`src/rtl/mem_arbiter_if.sv`:
```
// mem_arbiter_if: bundle of the two requester ports and the memory-side bus
// of mem_arbiter.
//   req0/we0/addr0/wdata0/ack0 : port 0 (instruction fetch) handshake
//   req1/we1/addr1/wdata1/ack1 : port 1 (data load/store) handshake
//   rdata, busy                : shared read result and activity flag
//   mem_write/mem_read/mem_addr/mem_wdata/mem_rdata : single-port memory bus
// Modports:
//   master : the arbiter's view (drives acks, rdata, busy and memory controls)
//   slave  : the environment's view (requesters plus the memory)
interface mem_arbiter_if #(
    parameter int ADDR_W = 4,
    parameter int DATA_W = 8
);
    logic              req0;
    logic              we0;
    logic [ADDR_W-1:0] addr0;
    logic [DATA_W-1:0] wdata0;
    logic              ack0;

    logic              req1;
    logic              we1;
    logic [ADDR_W-1:0] addr1;
    logic [DATA_W-1:0] wdata1;
    logic              ack1;

    logic [DATA_W-1:0] rdata;
    logic              busy;

    logic              mem_write;
    logic              mem_read;
    logic [ADDR_W-1:0] mem_addr;
    logic [DATA_W-1:0] mem_wdata;
    logic [DATA_W-1:0] mem_rdata;

    modport master (
        input  req0, we0, addr0, wdata0,
        input  req1, we1, addr1, wdata1,
        input  mem_rdata,
        output ack0, ack1, rdata, busy,
        output mem_write, mem_read, mem_addr, mem_wdata
    );

    modport slave (
        output req0, we0, addr0, wdata0,
        output req1, we1, addr1, wdata1,
        output mem_rdata,
        input  ack0, ack1, rdata, busy,
        input  mem_write, mem_read, mem_addr, mem_wdata
    );
endinterface

```
`src/rtl/mem_arbiter.sv`:
```
// mem_arbiter: two-port round-robin arbiter and sequencer in front of a
// single-port synchronous memory whose output register is enabled by its
// read strobe. One transaction at a time: IDLE latches the winning request,
// ISSUE drives the memory for one cycle, WAIT covers the RD_LAT read latency,
// DONE pulses the winner's ack for one cycle.
// Ports:
//   clk : system clock, rising edge
//   rst : asynchronous, active-high reset
//   bus : mem_arbiter_if.master (requester handshakes, rdata, busy, memory bus)
// Parameters: ADDR_W / DATA_W memory widths, RD_LAT read latency (1..7).
module mem_arbiter #(
    parameter int ADDR_W = 4,
    parameter int DATA_W = 8,
    parameter int RD_LAT = 2
) (
    input  logic          clk,
    input  logic          rst,
    mem_arbiter_if.master bus
);
    typedef enum logic [1:0] {
        IDLE,
        ISSUE,
        WAIT,
        DONE
    } state_t;

    localparam logic [2:0] LAT = 3'(RD_LAT);

    state_t            state;
    logic              gnt;        // port owning the current transaction
    logic              we_l;       // latched write flag of that port
    logic              last_gnt;   // port served by the previous transaction
    logic [2:0]        cnt;

    logic              pick;
    logic              pick_we;
    logic [ADDR_W-1:0] pick_addr;
    logic [DATA_W-1:0] pick_wdata;

    // Under contention the port not served last wins; a lone request wins.
    always_comb begin
        pick = bus.req1;
        if (bus.req0 && bus.req1) begin
            pick = ~last_gnt;
        end
        pick_we    = pick ? bus.we1    : bus.we0;
        pick_addr  = pick ? bus.addr1  : bus.addr0;
        pick_wdata = pick ? bus.wdata1 : bus.wdata0;
    end

    // Outputs are registered on the edge that enters the state they belong
    // to, so each state's memory controls and ack are visible during it.
    always_ff @(posedge clk or posedge rst) begin
        if (rst) begin
            state         <= IDLE;
            gnt           <= 1'b0;
            we_l          <= 1'b0;
            last_gnt      <= 1'b1;
            cnt           <= '0;
            bus.ack0      <= 1'b0;
            bus.ack1      <= 1'b0;
            bus.busy      <= 1'b0;
            bus.rdata     <= '0;
            bus.mem_write <= 1'b0;
            bus.mem_read  <= 1'b0;
            bus.mem_addr  <= '0;
            bus.mem_wdata <= '0;
        end else begin
            case (state)
                IDLE: begin
                    if (bus.req0 || bus.req1) begin
                        gnt          <= pick;
                        we_l         <= pick_we;
                        bus.busy     <= 1'b1;
                        bus.mem_addr <= pick_addr;
                        if (pick_we) begin
                            bus.mem_write <= 1'b1;
                            bus.mem_wdata <= pick_wdata;
                        end else begin
                            bus.mem_read <= 1'b1;
                        end
                        state <= ISSUE;
                    end
                end
                ISSUE: begin
                    if (we_l) begin
                        bus.mem_write <= 1'b0;
                        bus.ack0      <= ~gnt;
                        bus.ack1      <= gnt;
                        state         <= DONE;
                    end else begin
                        cnt   <= LAT;
                        state <= WAIT;
                    end
                end
                WAIT: begin
                    if (cnt == 3'd1) begin
                        bus.rdata    <= bus.mem_rdata;
                        bus.mem_read <= 1'b0;
                        bus.ack0     <= ~gnt;
                        bus.ack1     <= gnt;
                        state        <= DONE;
                    end else begin
                        cnt <= cnt - 3'd1;
                    end
                end
                DONE: begin
                    bus.ack0 <= 1'b0;
                    bus.ack1 <= 1'b0;
                    bus.busy <= 1'b0;
                    last_gnt <= gnt;
                    state    <= IDLE;
                end
                default: state <= IDLE;
            endcase
        end
    end
endmodule

```
`src/flat_wrapper.sv`:
```
// flat-port wrapper written by rule: the top's interface ports become plain ports
module mem_arbiter_flat 
#(
    parameter int ADDR_W = 4,
    parameter int DATA_W = 8,
    parameter int RD_LAT = 2
)
  (clk, rst, bus_req0, bus_we0, bus_addr0, bus_wdata0, bus_req1, bus_we1, bus_addr1, bus_wdata1, bus_mem_rdata, bus_ack0, bus_ack1, bus_rdata, bus_busy, bus_mem_write, bus_mem_read, bus_mem_addr, bus_mem_wdata);
  mem_arbiter_if #(.ADDR_W(ADDR_W), .DATA_W(DATA_W)) bus_i ();
  input  logic clk;
  input  logic rst;
  input wire logic [$bits(bus_i.req0)-1:0] bus_req0;
  input wire logic [$bits(bus_i.we0)-1:0] bus_we0;
  input wire logic [$bits(bus_i.addr0)-1:0] bus_addr0;
  input wire logic [$bits(bus_i.wdata0)-1:0] bus_wdata0;
  input wire logic [$bits(bus_i.req1)-1:0] bus_req1;
  input wire logic [$bits(bus_i.we1)-1:0] bus_we1;
  input wire logic [$bits(bus_i.addr1)-1:0] bus_addr1;
  input wire logic [$bits(bus_i.wdata1)-1:0] bus_wdata1;
  input wire logic [$bits(bus_i.mem_rdata)-1:0] bus_mem_rdata;
  output wire logic [$bits(bus_i.ack0)-1:0] bus_ack0;
  output wire logic [$bits(bus_i.ack1)-1:0] bus_ack1;
  output wire logic [$bits(bus_i.rdata)-1:0] bus_rdata;
  output wire logic [$bits(bus_i.busy)-1:0] bus_busy;
  output wire logic [$bits(bus_i.mem_write)-1:0] bus_mem_write;
  output wire logic [$bits(bus_i.mem_read)-1:0] bus_mem_read;
  output wire logic [$bits(bus_i.mem_addr)-1:0] bus_mem_addr;
  output wire logic [$bits(bus_i.mem_wdata)-1:0] bus_mem_wdata;
  assign bus_i.req0 = bus_req0;
  assign bus_i.we0 = bus_we0;
  assign bus_i.addr0 = bus_addr0;
  assign bus_i.wdata0 = bus_wdata0;
  assign bus_i.req1 = bus_req1;
  assign bus_i.we1 = bus_we1;
  assign bus_i.addr1 = bus_addr1;
  assign bus_i.wdata1 = bus_wdata1;
  assign bus_i.mem_rdata = bus_mem_rdata;
  assign bus_ack0 = bus_i.ack0;
  assign bus_ack1 = bus_i.ack1;
  assign bus_rdata = bus_i.rdata;
  assign bus_busy = bus_i.busy;
  assign bus_mem_write = bus_i.mem_write;
  assign bus_mem_read = bus_i.mem_read;
  assign bus_mem_addr = bus_i.mem_addr;
  assign bus_mem_wdata = bus_i.mem_wdata;
  mem_arbiter #(.ADDR_W(ADDR_W), .DATA_W(DATA_W), .RD_LAT(RD_LAT)) u_core (.clk(clk), .rst(rst), .bus(bus_i));
endmodule
```
`config.mk`:
```
export PLATFORM = sky130hd
export DESIGN_NAME = mem_arbiter_flat
export DESIGN_NICKNAME = d
export VERILOG_FILES = /design/src/rtl/mem_arbiter_if.sv /design/src/rtl/mem_arbiter.sv /design/src/flat_wrapper.sv
export SDC_FILE = /design/constraint.sdc
export NUM_CORES = 1
export LEC_CHECK = 0
export CELL_PAD_IN_SITES_DETAIL_PLACEMENT = 2
export CELL_PAD_IN_SITES_GLOBAL_PLACEMENT = 2
export CORE_MARGIN = 4
export CORE_UTILIZATION = 27
export CTS_CLUSTER_SIZE = 10
export DETAILED_ROUTE_END_ITERATION = 7
export GPL_TIMING_DRIVEN = 0
export PLACE_DENSITY_LB_ADDON = 0.12
export SLEW_MARGIN = 20
export SYNTH_ARGS = -nofsm -noshare
export SYNTH_HDL_FRONTEND = slang
export SYNTH_SLANG_ARGS = --single-unit
export TNS_END_PERCENT = 20
```
`constraint.sdc`:
```
create_clock -name clk -period 1.95 [get_ports clk]
set_input_delay 0.4875 -clock clk [delete_from_list [all_inputs] [get_ports clk]]
set_output_delay 0.4875 -clock clk [all_outputs]
set_load 0.03 [all_outputs]
```
==> results of run 1 <==
==> placed cells by master, fill, tap and decap left out, drive strengths merged, types with 2 or more instances in the layout <==
master,synthesis,layout
mux2i,14,14
buf,4,5
nand2,9,9
ha,7,7
dlymetal6s2s,0,2
clkbuf,2,8
dfrtp,32,32
inv,9,9
nor2,5,5
o21ai,23,23
nand2b,2,2
a21boi,2,2
clkdlybuf4s50,0,60
a21oi,5,5
mux2,12,12
o22ai,2,2
a22o,2,2
==> what timing repair did <==
item | CTS | global route
endpoints found under the setup margin | 2 | 15
setup buffers | 0 | 0
cloned | 0 | 0
resized for setup | 1 | 7
hold buffers | 0 | 0
==> how the worst max path moves through the flow <==
| stage | startpoint | to | slack [ns] | depth (start not counted) |
|---|---|---|---|---|
| finish | u_core.bus.mem_addr[2]$_DFFE_PP0P_ | bus_mem_addr[2] | 0.13 | 1 |
| global route | u_core.state[0]$_DFFE_PP0P_ | u_core.bus.mem_addr[0]$_DFFE_PP0P_ | -0.04 | 6 |
| CTS | u_core.state[0]$_DFFE_PP0P_ | u_core.bus.ack0$_DFFE_PP0P_ | 0.02 | 5 |
| detailed placement | bus_req0 | u_core.bus.mem_wdata[7]$_DFFE_PP0P_ | -0.27 | 6 |
| global placement | bus_req1 | u_core.bus.mem_wdata[6]$_DFFE_PP0P_ | -0.21 | 5 |
| floorplan | u_core.state[0]$_DFFE_PP0P_ | u_core.cnt[2]$_DFFE_PP0P_ | 0.33 | 5 |
==> routing by layer <==
layer | vias up | routed length (um)
met1 | 691 | 2060
met5 | - | 0
met4 | 0 | 82
met2 | 43 | 2600
li1 | 651 | -
met3 | 7 | 294
==> metrics by stage <==
stage	setup WS [ns]	hold WS, ns
global placement	-0.214	0.464
floorplan	0.327	0.478
global route	-0.0414	0.508
CTS	0.0159	0.502
finish	0.127	0.500
detailed placement	-0.268	0.485
==> synth_stat cells <==
cell	count
a2111oi_0	1
a211oi_2	1
a21boi_0	1
a21boi_2	1
a21o_1	1
a21oi_1	5
a22o_1	2
a31oi_1	1
a32oi_4	1
and2_1	1
and2b_1	1
buf_2	1
buf_4	1
buf_6	2
clkbuf_1	2
dfrtp_1	32
dfstp_2	1
ha_1	7
inv_1	9
mux2_2	12
mux2i_1	14
nand2_1	9
nand2b_1	1
nand2b_4	1
nand3_1	1
nand3b_1	1
nor2_1	5
nor2b_1	1
nor3_1	1
nor4b_1	1
o21a_1	1
o21ai_0	15
o21ai_1	8
o22ai_1	2
o2bb2a_1	1
or2b_1	1
==> power groups by stage <==
stage	logic, mW	clock network, mW	registers (mW)
after floorplan	0.865	0	1.69
after global placement	2.11	0	1.21
after detailed placement	2.22	0	1.24
after CTS	2.24	0.522	1.23
after global routing	2.39	0.560	1.27
final	2.23	0.503	1.23
==> logic make-up after synthesis <==
logic type / synth area share, %
AO/OA/AOI/OAI: 16.2
adder cells (fa/ha/maj): 5.27
buffers and inverters: 4.59
flip-flops: 49.8
multiplexers: 16.6
AND/OR/NAND/NOR: 7.61
==> flip-flops by register name (all words and copies together) (netlist names) <==
name / flops
u_core.bus.mem_wdata: 8
u_core.cnt: 3
u_core.we_l: 1
u_core.bus.busy: 1
u_core.bus.rdata: 8
u_core.bus.mem_read: 1
u_core.gnt: 1
u_core.bus.ack0: 1
u_core.bus.mem_addr: 4
u_core.bus.ack1: 1
u_core.state: 2
u_core.bus.mem_write: 1
u_core.last_gnt: 1
==> worst reg2reg max path, delay by kind of cell, from the launching register on <==
kind	cells	cell delay, ns
multiplexers	1	0.36
AND/OR/NAND/NOR	2	0.46
adder cells (fa/ha/maj)	1	0.27
buffers and inverters	1	0.10
flip-flops	1	0.46
==> area by class of cell <==
| cell class | count | area, sq um | share of cell area [%] |
|---|---|---|---|
| buffer | 6 | 43.8 | 1.77 |
| timing repair buffer | 62 | 626 | 25.3 |
| clock inverter | 1 | 5.00 | 0.202 |
| clock buffer | 7 | 76.3 | 3.09 |
| inverter | 9 | 33.8 | 1.37 |
| tap | 75 | 93.8 | 3.80 |
| multi-input combinational | 98 | 767 | 31.0 |
| sequential | 33 | 827 | 33.5 |
==> reports/qor.yml, run 1 <==
initial_core_util_pct: 27.9
ir_drop_v: 0.000552
die_x_um: 86.4
via_count: 1392
cts_max_path_buffers: 2
post-route-drc-count: 0
regToRegSetupSlack_ns: 0.17
dp.cells: 283
p_switching_mw: 1.70
crit_required_ns: 1.46
drv_slew: 0
slew_headroom_pct: 51.7
routedWlPerCell_um: 17.3
wl_um: 5030
track_usage_pct: 14.2
grt_pass1_vias: 1634
worstPathCellList: "clkdlybuf4s50_1"
critPathBufInv: 1
area.growth.synth_to_final_pct: 48.8
cts_made_buffers: 5
viasPerCell: 4.78
cts-root-buf: "clkbuf_8"
synth_nets: 191
antenna_found_initial: 0
swShare_pct: 43.0
clock_latency_ns: 0.29
powerDensity_mw_per_mm2: 1600
syn_area_per_cell_sq_um: 11.4
seqPwrFrac_pct: 31.0
ioPinCount: 63
drive_above_1_share_pct: 14.4
drv_cap: 0
globalRouteOverflowTotal: 0
grt.busiest_layer: "met2"
hold_path_end: "u_core.bus.mem_addr[0]$_DFFE_PP0P_"
first_pass_iters: 4
r2r_end: "u_core.bus.ack0$_DFFE_PP0P_"
combPwrFrac_pct: 56.3
min_from: "u_core.bus.mem_addr[0]$_DFFE_PP0P_"
grt_use_met2_pct: 24.8
die_h_um: 86.4
tns_ns: 0
fin_crit_ns: 1.82
numPortBuffers: 62
syn_inst: 146
slowest_delay_ns: 0.68
crit_type: "reg2out"
use_met3_pct: 4.94
synth_top_cell_by_area: "dfrtp_1"
fin_util_pct: 41.5
fmax_mhz: 549
die-area_sq_mm: 0.00747
h-tree-depth: 2
yosysSeqAreaShare_pct: 49.8
fin_crit_sh_pct: 93.5
cp_data_arrival_time_ns: 1.34
routabilityCongestion: 0.686
core-area_sq_mm: 0.00596
final_cell_area_sq_mm: 0.00247
ant_nets: 0
syn_area_sq_mm: 0.00166
finClkSkew_ns: 0.00993
grt_pass1_wl_um: 8150
fill_cells: 645
synth.ff_latch_count: 33
ys_warn_count: 0
cellLeakagePower_nw: 1.08
endpoint_kind: "primary output"
report.final.hold_viol_count: 0
cts_sinks: 33
start_kind: "flip-flop"
total_power_mw: 3.96
post-synth-top-area-fraction_pct: 48.2
r2r_start: "u_core.state[0]$_DFFE_PP0P_"
min_path_cells: 2
fin_cells: 291
hp-class: "reg2reg"
antenna_cells_inserted: 0
path_delay_family: "buffers and inverters"
dp_hpwl_um: 3780
placementRows: 28
cp_slowest_cell: "clkdlybuf4s50_1"
synth_cell_types: 36
met1_usage_pct: 15.7
nNetsFinal: 260
clockPowerShare_pct: 12.7
grt_max_degree: 34
rsz0062_at_grt: "true"
synth.area.top_cells: "dfrtp_1 (48%), mux2i_1 (8.4%), mux2_2 (8.1%)"
status: "finished clean"
tightest_slew_ns: 0.723
p_int_mw: 2.25
critPathMaxFanout: 2
setup_violations: 0
drtIter0Drc: 27
clk_pin_slew_ns: 0.07
reg2reg_depth: 5
place_area_sq_mm: 0.00238
cts_tree: "built"
(Power assumes the default switching activity.)
==> run 2, diff against run 1 <==
Settings changed: CORE_UTILIZATION 27 to 29.
Clock period 1.95 ns to 2.3 ns, I/O delays scaled along.
==> run 2 against run 1 <==
Against the previous run: combinational power decreased by 17%; critical path depth rose by 4; largest power group unchanged; non-clock buffer count is the same; core utilization increased by 2.9 points; hold slack got worse by 0.020 ns; count of clock-buffer cells in the layout shrank 2; sequential share of layout area rose by 0.19 points; global-route usage up 0.20 points; final cell count fell by 1.0%; wire length is 4.3% lower; critical endpoint is now u_core.cnt[2]$_DFFE_PP0P_; clock skew fell by 0.0031 ns; clock power decreased by 15%.
==> reports/qor.yml, run 2 (synthesis results as in run 1) <==
tns_ns: 0
cts_sinks: 33
status: "finished clean"
antenna_found_initial: 0
routabilityCongestion: 0.722
critPathMaxFanout: 7
largestRegisters: "u_core.bus.mem_wdata (8), u_core.bus.rdata (8), u_core.bus.mem_addr (4)"
ioPinCount: 63
cts_hold_buf: 0
regToRegSetupSlack_ns: 0.23
globalRouteOverflowTotal: 0
nNetsFinal: 260
initial_core_util_pct: 30.0
numPortBuffers: 62
tightest_slew_ns: 0.727
dp_hpwl_um: 3740
grt_max_degree: 34
ir_drop_v: 0.000650
r2r_start: "u_core.state[0]$_DFFE_PP0P_"
area.growth.synth_to_final_pct: 48.0
die_x_um: 83.7
wl_um: 4820
cts_made_buffers: 5
cp_data_arrival_time_ns: 2.24
grt_pass1_wl_um: 8110
core-area_sq_mm: 0.00554
drive_above_1_share_pct: 13.9
powerDensity_mw_per_mm2: 1350
antenna_cells_inserted: 0
ant_nets: 0
min_from: "u_core.bus.mem_addr[2]$_DFFE_PP0P_"
drv_cap: 0
start_kind: "flip-flop"
clk_pin_slew_ns: 0.07
placementRows: 27
setup_violations: 0
h-tree-depth: 2
fmax_mhz: 484
post-route-drc-count: 0
crit_type: "reg2reg"
dp.cells: 280
r2r_end: "u_core.cnt[2]$_DFFE_PP0P_"
hp-class: "reg2reg"
layout_commonest_cell: "clkdlybuf4s50_1"
slew_headroom_pct: 51.1
fin_crit_sh_pct: 89.9
clock_latency_ns: 0.28
first_pass_iters: 4
cellLeakagePower_nw: 1.05
report.final.hold_viol_count: 0
fin_cells: 288
viasPerCell: 4.79
min_path_cells: 2
hold_path_end: "u_core.bus.mem_addr[2]$_DFFE_PP0P_"
die_h_um: 83.7
post_cts_buffers: 0
ctsResizeCount: 0
routedWlPerCell_um: 16.7
cts-root-buf: "clkbuf_8"
grt_pass1_vias: 1621
drtIter0Drc: 30
fin_crit_ns: 2.07
rsz0062_at_grt: "false"
cts_tree: "built"
drv_slew: 0
crit_required_ns: 2.47
endpoint_kind: "flip-flop"
cts_max_path_buffers: 2
reg2reg_depth: 5
finClkSkew_ns: 0.00678
track_usage_pct: 14.4
mostFrequentLayoutCells: "clkdlybuf4s50_1 (62), dfrtp_1 (32), o21ai_0 (15)"
die-area_sq_mm: 0.00700
via_count: 1379
run 2: worst max-delay path by stage:
stage                                     start                                   to  cells after the start
floorplan           u_core.state[0]$_DFFE_PP0P_            u_core.cnt[2]$_DFFE_PP0P_                      5
detailed placement                     bus_req1  u_core.bus.mem_wdata[1]$_DFFE_PP0P_                      5
global placement                       bus_req1  u_core.bus.mem_wdata[3]$_DFFE_PP0P_                      5
finish              u_core.state[0]$_DFFE_PP0P_            u_core.cnt[2]$_DFFE_PP0P_                      5
CTS                 u_core.state[0]$_DFFE_PP0P_            u_core.cnt[2]$_DFFE_PP0P_                      5
global route        u_core.state[0]$_DFFE_PP0P_            u_core.cnt[2]$_DFFE_PP0P_                      5
run 2: through the flow:
stage          power [mW]  hold slack [ns]  utilization (%)  worst slack, ns  instance area (sq um)
5_1_grt              3.57            0.522             44.4           0.0382                   2460
4_1_cts              3.38            0.489             44.4            0.220                   2460
6_report             3.32            0.480             44.4            0.233                   2460
3_5_place_dp         2.93            0.474             42.8          0.00890                   2370
2_1_floorplan        2.17            0.478                -            0.677                   1660
3_3_place_gp         2.81            0.464             42.8           0.0619                   2370
run 2: power breakdown:
part / total, mW / internal [mW] / leakage [nW] / switching (mW)
Combinational: 1.86 / 0.822 / 0.615 / 1.04
Sequential: 1.04 / 0.863 / 0.396 / 0.176
Clock: 0.426 / 0.209 / 0.0439 / 0.218
run 2: worst max-delay path, stage by stage, from the launching register on:
cell,delay (ns)
dfrtp_1,0.47
inv_1,0.10
ha_1,0.31
a21boi_0,0.60
o21ai_0,0.23
a22o_1,0.24
run 2: layout make-up:
cell class / instances / area, sq um
Fill cell: 593 / 3080
Sequential cell: 33 / 827
Multi-Input combinational cell: 98 / 758
Timing Repair Buffer: 62 / 621
Tap cell: 72 / 90.1
Clock buffer: 5 / 68.8
Buffer: 6 / 42.5
Inverter: 9 / 33.8
Clock inverter: 3 / 17.5
run 2: per-layer routing:
metal	global-route usage (%)	wire, um	up-vias
met3	5.63	324	5
met4	3.07	40	0
met1	16.6	1980	684
met5	0	0	-
li1	-	-	649
met2	25.2	2480	41
